**src/rtl/lb_drp_arbiter.sv**
```systemverilog
// lb_drp_arbiter: round-robin arbiter that serialises several local-bus
// requesters onto a single DRP port, with a DRPRDY timeout so a hung DRP
// target reports an error instead of stalling every channel.
module lb_drp_arbiter #(
  parameter int C_CH_NUM     = 4,
  parameter int C_ADDR_WIDTH = 12,
  parameter int C_DATA_WIDTH = 16,
  parameter int C_TIMEOUT    = 1023
) (
  input  logic                             aclk,
  input  logic                             arst,
  input  logic [C_CH_NUM-1:0]              s_req,
  input  logic [C_CH_NUM-1:0]              s_we,
  input  logic [C_CH_NUM*C_ADDR_WIDTH-1:0] s_addr,
  input  logic [C_CH_NUM*C_DATA_WIDTH-1:0] s_wdata,
  output logic [C_CH_NUM-1:0]              s_ack,
  output logic [C_CH_NUM-1:0]              s_done,
  output logic [C_DATA_WIDTH-1:0]          s_rdata,
  output logic                             s_err,
  output logic                             busy,
  output logic [7:0]                       timeout_cnt,
  output logic                             drp_en,
  output logic                             drp_we,
  output logic [C_ADDR_WIDTH-1:0]          drp_addr,
  output logic [C_DATA_WIDTH-1:0]          drp_di,
  input  logic                             drp_rdy,
  input  logic [C_DATA_WIDTH-1:0]          drp_do
);

  localparam int PW = (C_CH_NUM > 1) ? $clog2(C_CH_NUM) : 1;
  localparam int TW = (C_TIMEOUT < 1) ? 1 : $clog2(C_TIMEOUT + 1);

  typedef enum logic [1:0] {
    ST_IDLE,
    ST_ISSUE,
    ST_WAIT
  } state_e;

  state_e                  state_q;
  logic [PW-1:0]           ptr_q;
  logic [C_CH_NUM-1:0]     owner_q;
  logic                    we_q;
  logic [TW-1:0]           timer_q;
  logic [TW-1:0]           timer_inc;
  logic [C_CH_NUM-1:0]     s_ack_q;
  logic [C_CH_NUM-1:0]     s_done_q;
  logic [C_DATA_WIDTH-1:0] s_rdata_q;
  logic                    s_err_q;
  logic                    busy_q;
  logic [7:0]              tcnt_q;
  logic                    drp_en_q;
  logic                    drp_we_q;
  logic [C_ADDR_WIDTH-1:0] drp_addr_q;
  logic [C_DATA_WIDTH-1:0] drp_di_q;

  logic [C_ADDR_WIDTH-1:0] addr_arr  [C_CH_NUM];
  logic [C_DATA_WIDTH-1:0] wdata_arr [C_CH_NUM];

  logic                    sel_found;
  logic [PW-1:0]           sel_idx;
  logic [PW-1:0]           cand;
  logic [C_CH_NUM-1:0]     sel_oh;

  for (genvar gi = 0; gi < C_CH_NUM; gi++) begin : g_unpack
    assign addr_arr[gi]  = s_addr[gi*C_ADDR_WIDTH +: C_ADDR_WIDTH];
    assign wdata_arr[gi] = s_wdata[gi*C_DATA_WIDTH +: C_DATA_WIDTH];
  end

  assign timer_inc = timer_q + 1'b1;

  // Round-robin search starting at ptr+1, wrapping past the last channel.
  always_comb begin
    sel_found = 1'b0;
    sel_idx   = ptr_q;
    cand      = ptr_q;
    sel_oh    = '0;
    for (int unsigned i = 0; i < C_CH_NUM; i++) begin
      cand = (cand == PW'(C_CH_NUM - 1)) ? '0 : cand + 1'b1;
      if (!sel_found && s_req[cand]) begin
        sel_found = 1'b1;
        sel_idx   = cand;
      end
    end
    sel_oh[sel_idx] = 1'b1;
  end

  // Transaction FSM; every output is a flop written here.
  // The ISSUE-cycle outputs (drp_en, s_ack, addr/di) are loaded on the
  // IDLE->ISSUE edge so they are visible exactly during ISSUE. A grant is
  // withheld in the s_done cycle, giving requesters a cycle to drop s_req.
  always_ff @(posedge aclk) begin
    if (arst) begin
      state_q    <= ST_IDLE;
      ptr_q      <= PW'(C_CH_NUM - 1);
      owner_q    <= '0;
      we_q       <= 1'b0;
      timer_q    <= '0;
      s_ack_q    <= '0;
      s_done_q   <= '0;
      s_rdata_q  <= '0;
      s_err_q    <= 1'b0;
      busy_q     <= 1'b0;
      tcnt_q     <= '0;
      drp_en_q   <= 1'b0;
      drp_we_q   <= 1'b0;
      drp_addr_q <= '0;
      drp_di_q   <= '0;
    end else begin
      s_ack_q   <= '0;
      s_done_q  <= '0;
      s_rdata_q <= '0;
      s_err_q   <= 1'b0;
      drp_en_q  <= 1'b0;
      drp_we_q  <= 1'b0;
      unique case (state_q)
        ST_IDLE: begin
          if (sel_found && !(|s_done_q)) begin
            ptr_q      <= sel_idx;
            owner_q    <= sel_oh;
            we_q       <= s_we[sel_idx];
            drp_en_q   <= 1'b1;
            drp_we_q   <= s_we[sel_idx];
            drp_addr_q <= addr_arr[sel_idx];
            drp_di_q   <= wdata_arr[sel_idx];
            s_ack_q    <= sel_oh;
            busy_q     <= 1'b1;
            state_q    <= ST_ISSUE;
          end
        end
        ST_ISSUE: begin
          timer_q <= '0;
          state_q <= ST_WAIT;
        end
        ST_WAIT: begin
          if (drp_rdy) begin
            s_done_q  <= owner_q;
            s_rdata_q <= we_q ? '0 : drp_do;
            busy_q    <= 1'b0;
            state_q   <= ST_IDLE;
          end else if ((C_TIMEOUT != 0) && (timer_inc == TW'(C_TIMEOUT))) begin
            s_done_q <= owner_q;
            s_err_q  <= 1'b1;
            if (tcnt_q != 8'hFF) begin
              tcnt_q <= tcnt_q + 8'd1;
            end
            busy_q  <= 1'b0;
            state_q <= ST_IDLE;
          end else begin
            timer_q <= timer_inc;
          end
        end
        default: begin
          busy_q  <= 1'b0;
          state_q <= ST_IDLE;
        end
      endcase
    end
  end

  assign s_ack       = s_ack_q;
  assign s_done      = s_done_q;
  assign s_rdata     = s_rdata_q;
  assign s_err       = s_err_q;
  assign busy        = busy_q;
  assign timeout_cnt = tcnt_q;
  assign drp_en      = drp_en_q;
  assign drp_we      = drp_we_q;
  assign drp_addr    = drp_addr_q;
  assign drp_di      = drp_di_q;

endmodule

```
**config.mk**
```make
export PLATFORM = sky130hd
export DESIGN_NAME = lb_drp_arbiter
export DESIGN_NICKNAME = d
export VERILOG_FILES = /design/src/rtl/lb_drp_arbiter.sv
export SDC_FILE = /design/constraint.sdc
export NUM_CORES = 1
export LEC_CHECK = 0
export BUFFER_PORTS_ARGS = -buffer_cell sky130_fd_sc_hd__buf_4
export CORE_ASPECT_RATIO = 1.2
export CORE_MARGIN = 2
export CORE_UTILIZATION = 48
export CTS_BUF_LIST = sky130_fd_sc_hd__clkbuf_8
export DETAILED_ROUTE_END_ITERATION = 16
export PLACE_DENSITY_LB_ADDON = 0.08
export REMOVE_ABC_BUFFERS = 1
export SLEW_MARGIN = 20
export SYNTH_ARGS = -nofsm -noshare
export SYNTH_HDL_FRONTEND = slang
export SYNTH_SLANG_ARGS = --single-unit
```
**constraint.sdc**
```tcl
create_clock -name aclk -period 4.1 [get_ports aclk]
set_clock_uncertainty 0.15 [all_clocks]
set_input_delay 0.615 -clock aclk [delete_from_list [all_inputs] [get_ports aclk]]
set_output_delay 0.615 -clock aclk [all_outputs]
set_load 0.02 [all_outputs]
```
After elaboration in Yosys (flattened, before gate mapping):

Index checks and enable logic that the tools add are counted.

* output and inout bits: 64
* register bits: 83
* word-level logic and storage cells: 113
* input port bits: 139

* equal/unequal tests: 12
* bitwise gates (word level): 6
* multiplexer cells: 45
* add/sub/neg operators: 6
* $lt $le $gt $ge: 7
* reductions and logical operators: 22

Operators with widths (number)
* 16-bit binary-select mux with 2-bit select: 1
* 16-bit two-way mux: 2
* 12-bit binary-select mux with 2-bit select: 1
* 12-bit two-way mux: 2
* 2-bit two-way mux: 11
* 10-bit two-way mux: 2
* 10-bit case mux with 2 select lines: 1
* 2-bit by 3-bit less-than comparator with 1-bit output (second input constant): 5
* 1-bit two-way mux: 15
* 10-bit by 1-bit adder with 10-bit output (second input constant): 1
* 1-bit binary-select mux with 2-bit select: 5
* 10-bit equality test (second input constant): 1
* 2-bit equality test (second input constant): 5
* 2-bit by 1-bit adder with 2-bit output (second input constant): 4
* 8-bit by 1-bit adder with 8-bit output (second input constant): 1
* 4-bit two-way mux: 2
* 8-bit != test (second input constant): 1
* 4-bit OR reduction: 2
* 2-bit != test (second input constant): 3
* 2-bit case mux with 3 select lines: 1
* 3-bit AND reduction: 2
* 3-bit OR reduction: 2
* 1-bit logical AND: 5
* 1-bit NOT: 5
* other kinds (13): 18

Depth between registers and ports, before layout:

* word-level depth: 18
* mapped depth: 11
* gate-level depth less buffers: 8

Worst setup path after synthesis:

No wires, ideal clock.

* path type: register to register
* start: register ptr_q[0]
* end: register drp_addr_q[0], in the netlist drp_addr[0]
* required time: 3.813 ns
* buffers on the path: 2
* cell stages (with the launch flop): 11
* slack: 1.039 ns
* arrival: 2.774 ns
* library setup time: 0.137 ns
* clock period less this slack: 3.061 ns
* cell sequence: dfxtp_1 -> ha_1 -> xnor2_1 -> mux2i_1 -> a21oi_1 -> o32ai_2 -> or4b_1 -> buf_6 -> buf_6 -> o221ai_2 -> a211oi_1

* word-level cells in the longest chain between the ends: 18
* elaborated cells between the ends (all ways): 40
* those cells by class: 4 x add/sub; 4 x eq/ne; 23 x mux; 1 x bitwise; 8 x reduce/logical

Ends and longest elaborated chain
* start: declaration: line 40 `logic [PW-1:0] ptr_q;`
* start signal: assignment: line 94 `ptr_q <= PW'(C_CH_NUM - 1);`
* start signal: assignment: line 118 `ptr_q <= sel_idx;`
* branches (longest 18 deep; another with 2-bit by 1-bit adder with 2-bit output)
* end signal: assignment: line 123 `drp_addr_q <= addr_arr[sel_idx];`
* end: declaration: line 53 `logic [C_ADDR_WIDTH-1:0] drp_addr_q;`

Parallel ways; which one is timed is not known. The select of a mux whose other input is x is not followed.
A chain may end at the register's enable or synchronous reset.

Worst setup path in the final report:

* start: register ptr_q[1]
* end: register we_q

* word-level cells in the longest chain between the ends: 16
* elaborated cells between the ends (all ways): 38
* those cells by class: 4 x add/sub; 4 x eq/ne; 22 x mux; 8 x reduce/logical

Ends and longest elaborated chain
* branches (longest 16 deep; another with 2-bit by 1-bit adder with 2-bit output)
* end signal: assignment: line 120 `we_q <= s_we[sel_idx];`
* end: declaration: line 42 `logic we_q;`

Parallel ways; which one is timed is not known. The select of a mux whose other input is x is not followed.

==> summary.txt <==
Run status
  – Outcome: finished clean

Floorplan
  – Die Wd: ~89 um
  – Area of the core: 8560 um^2
  – Rows: 37
  – Die area: around 9500 um^2
  – Initial Util: roughly half
  – Die Ht: roughly 110 um
  – Num ports: between 200 and 250

Final layout
  – Most common cell after layout, fill and taps aside: buf_4
  – Nets: just under 800
  – Antenna cells: 0
  – Area growth from synthesis to layout: 42.2%
  – Most frequent cells in the layout: buf_4 (211), dfxtp_1 (83), nor2_1 (58)
  – Proportion of layout cells with a drive suffix above 1: roughly two fifths

STA
  – Final period util: between 80% and 90%
  – Worst-margin pin slew: 781 ps
  – Unrepaired setup endpoints after global routing: false
  – FMAX: ~0.28 GHz
  – Fin crit period: roughly 3600 ps
  – Setup violations, final: 0
  – Final Hold Vio Count: 0
  – Final Max Slew Viols: 0
  – Slew HR: between 40% and 50%
  – Setup TNS: 0 ps

Clocking
  – Cts repair resizes: 0
  – CTS tree: done
  – Reg clk slew, reported paths: 90 ps
  – Total number of H-tree levels: 3
  – Clock Path Buffers: 2
  – Clock sinks: 83
  – CTS root buf: clkbuf_8
  – CTS Buf Count: 9
  – Worst-Skew Late Latency: 360 ps
  – Postcts setup bufs: 0
  – Hold buffers post-CTS: 0

Logic synthesis
  – Post-Syn Area: ~4200 um^2
  – Seq/Total Area, Yosys: between 30% and 40%
  – Top cells by area, synth: dfxtp_1 (39%), mux2i_1 (6.9%), nor2_1 (5.3%)
  – Synth top area share: roughly two fifths
  – Post-synthesis cell type count: 65
  – Yosys warning total: 0
  – Post-synthesis cell count: 459
  – Number of flops mapped to enable cells by yosys: 0
  – Largest area contributor in the netlist: dfxtp_1
  – Post-synthesis register bit count: 83
  – Ys flop type: dfxtp_1
  – Post-Syn Area per Cell: between 9 and 10 um^2
  – Synth async-reset ratio: 0%

Placed design
  – Detailed Place HPWL: 10200 um
  – PortBufs: between 200 and 250
  – Final GP Congestion: 0.869

Min path
  – Hold Path Origin: drp_do[9]
  – Worst Hold End: s_rdata[9]
  – Hold path cells: 2
  – HP Class: in -> reg

Power and ir drop
  – Peak VDD IR: around 0.34 mV
  – Pwr dens: roughly 610 nW/um^2
  – Leak: around 2.6 nW
  – Total chip power: 3.66 mW

GRT
  – Vias in the first global route: 4260
  – Initial antenna violation count: 0
  – Tot GR Track Use: roughly 28%
  – Global-route wire length before repair: around 21000 um
  – Grt ovf: 0
  – Pin count of the biggest net entering global routing: 34

Routing
  – Drt pass-1 iters: 5
  – Vias: 4385
  – Initial DRC count: approximately 140
  – Routed WL: approximately 14000 um
  – Vias per std cell: around 5.7
  – DRC errors left: 0
  – Routed len/inst: roughly 18 um
  – Antenna Violating Nets Remaining: 0

Worst setup path
  – Reg2reg end: we_q
  – Kind of cell adding the most delay to the critical path: simple AND/OR/NAND/NOR gates
  – CP max-delay cell: mux4_2
  – Kind of critical path: reg -> reg
  – Maximum fanout along the worst path: 17
  – CP peak stage delay: slightly below 600 ps
  – Worst-path cell chain: ha_1 > xnor2_1 > or4b_1 > a311oi_2 > a221oi_2 > nor2_4 > mux4_2 > a22o_1
  – Startpoint Class: register
  – CP bufs+invs: 0
  – FF-to-FF Start: ptr_q[1]
  – R2R setup slack: between 400 and 500 ps
  – Worst path arrival time: 3730 ps
  – Data required time at the worst endpoint: 4210 ps
  – Critical Path Sink Type: register
  – Worst R2R Path Depth: 8

Run
  – Number of max-cap violations: 0
## stage by stage
step / cell area [um^2] / setup slack [ps] / util [%] / hold slack (ps) / std cells
2_1_floorplan: 4030 / -311 / - / 271 / 422
6_report: 5980 / 476 / 69.8 / 299 / 766
3_5_place_dp: 5770 / 482 / 67.4 / 293 / 750
5_1_grt: 5980 / 294 / 69.8 / 289 / 766
4_1_cts: 5970 / 473 / 69.7 / 284 / 766
3_3_place_gp: 5770 / 620 / 67.4 / 287 / 750
## registers in the layout, summed over array words and instances, names as in the netlist, 2 cells and up
register     cells
s_rdata         16
state_q          2
s_ack            4
ptr_q            2
s_done           4
owner_q          4
drp_addr        12
drp_di          16
timeout_cnt      8
timer_q         10
## cells in the mapped netlist (3+ instances only)
cell type / n
o21ai_0: 10
a31oi_1: 3
nor3_1: 11
nand2_1: 22
a22oi_1: 3
nand4b_1: 3
nor2b_1: 5
xnor2_1: 8
mux4_2: 4
inv_1: 8
nand3_1: 10
or4b_1: 3
ha_1: 4
nor2_1: 59
a21o_1: 3
o221ai_1: 17
nand4_1: 3
dfxtp_1: 83
o221ai_2: 10
and3_1: 3
a211oi_1: 27
a21oi_1: 15
buf_4: 4
and2_1: 26
buf_6: 3
nor4_1: 6
mux2i_1: 29
o211ai_1: 4
clkbuf_1: 27
## metal layers
layer	GRT usage [%]	vias to the layer above	routed length, um
met5	0	-	0
met1	32.8	2090	5100
met3	6.99	22	990
li1	-	2092	-
met4	10.8	0	285
met2	49.7	181	7310
## cells by family after synthesis
family / synth area share (%)
and+or+nand+nor: 19.2
xor gates and xnor gates: 2.08
AOI/OAI and AO/OA: 23.3
adders and majority gates: 1.19
DFF: 39.5
muxes: 9.57
buffers and inverters: 5.14
## cell type report
| cell class | instances | area, um^2 |
|---|---|---|
| Sequential cell | 83 | 1660 |
| Tap cell | 117 | 146 |
| Multi-Input combinational cell | 329 | 2350 |
| Inverter | 10 | 37.5 |
| Clock inverter | 7 | 76.3 |
| Timing Repair Buffer | 211 | 1580 |
| Clock buffer | 9 | 124 |
| Fill cell | 710 | 2580 |
## worst register-to-register path, delay by kind of cell, from the launching register on
kind / cells / cell delay, ps
AND/OR/NAND/NOR: 2 / 1030
XOR/XNOR: 1 / 240
AO/OA/AOI/OAI: 3 / 600
adder cells (fa/ha/maj): 1 / 570
multiplexers: 1 / 600
flip-flops: 1 / 340
## where the power goes
part,leakage [nW],switching (mW),internal (mW)
Clock,0.0962,0.314,0.285
Combinational,1.80,1.12,0.825
Sequential,0.679,0.127,0.987
## worst max path at each step
stage	startpoint	endpoint	slack, ps	cells after the start
after global routing	ptr_q[1]	we_q	290	8
final	ptr_q[1]	we_q	480	8
after global placement	ptr_q[1]	we_q	620	8
after detailed placement	ptr_q[1]	we_q	480	8
after CTS	ptr_q[1]	we_q	470	8
after floorplan	ptr_q[0]	we_q	-310	8
No activity file was read; power rests on OpenSTA's default activity.
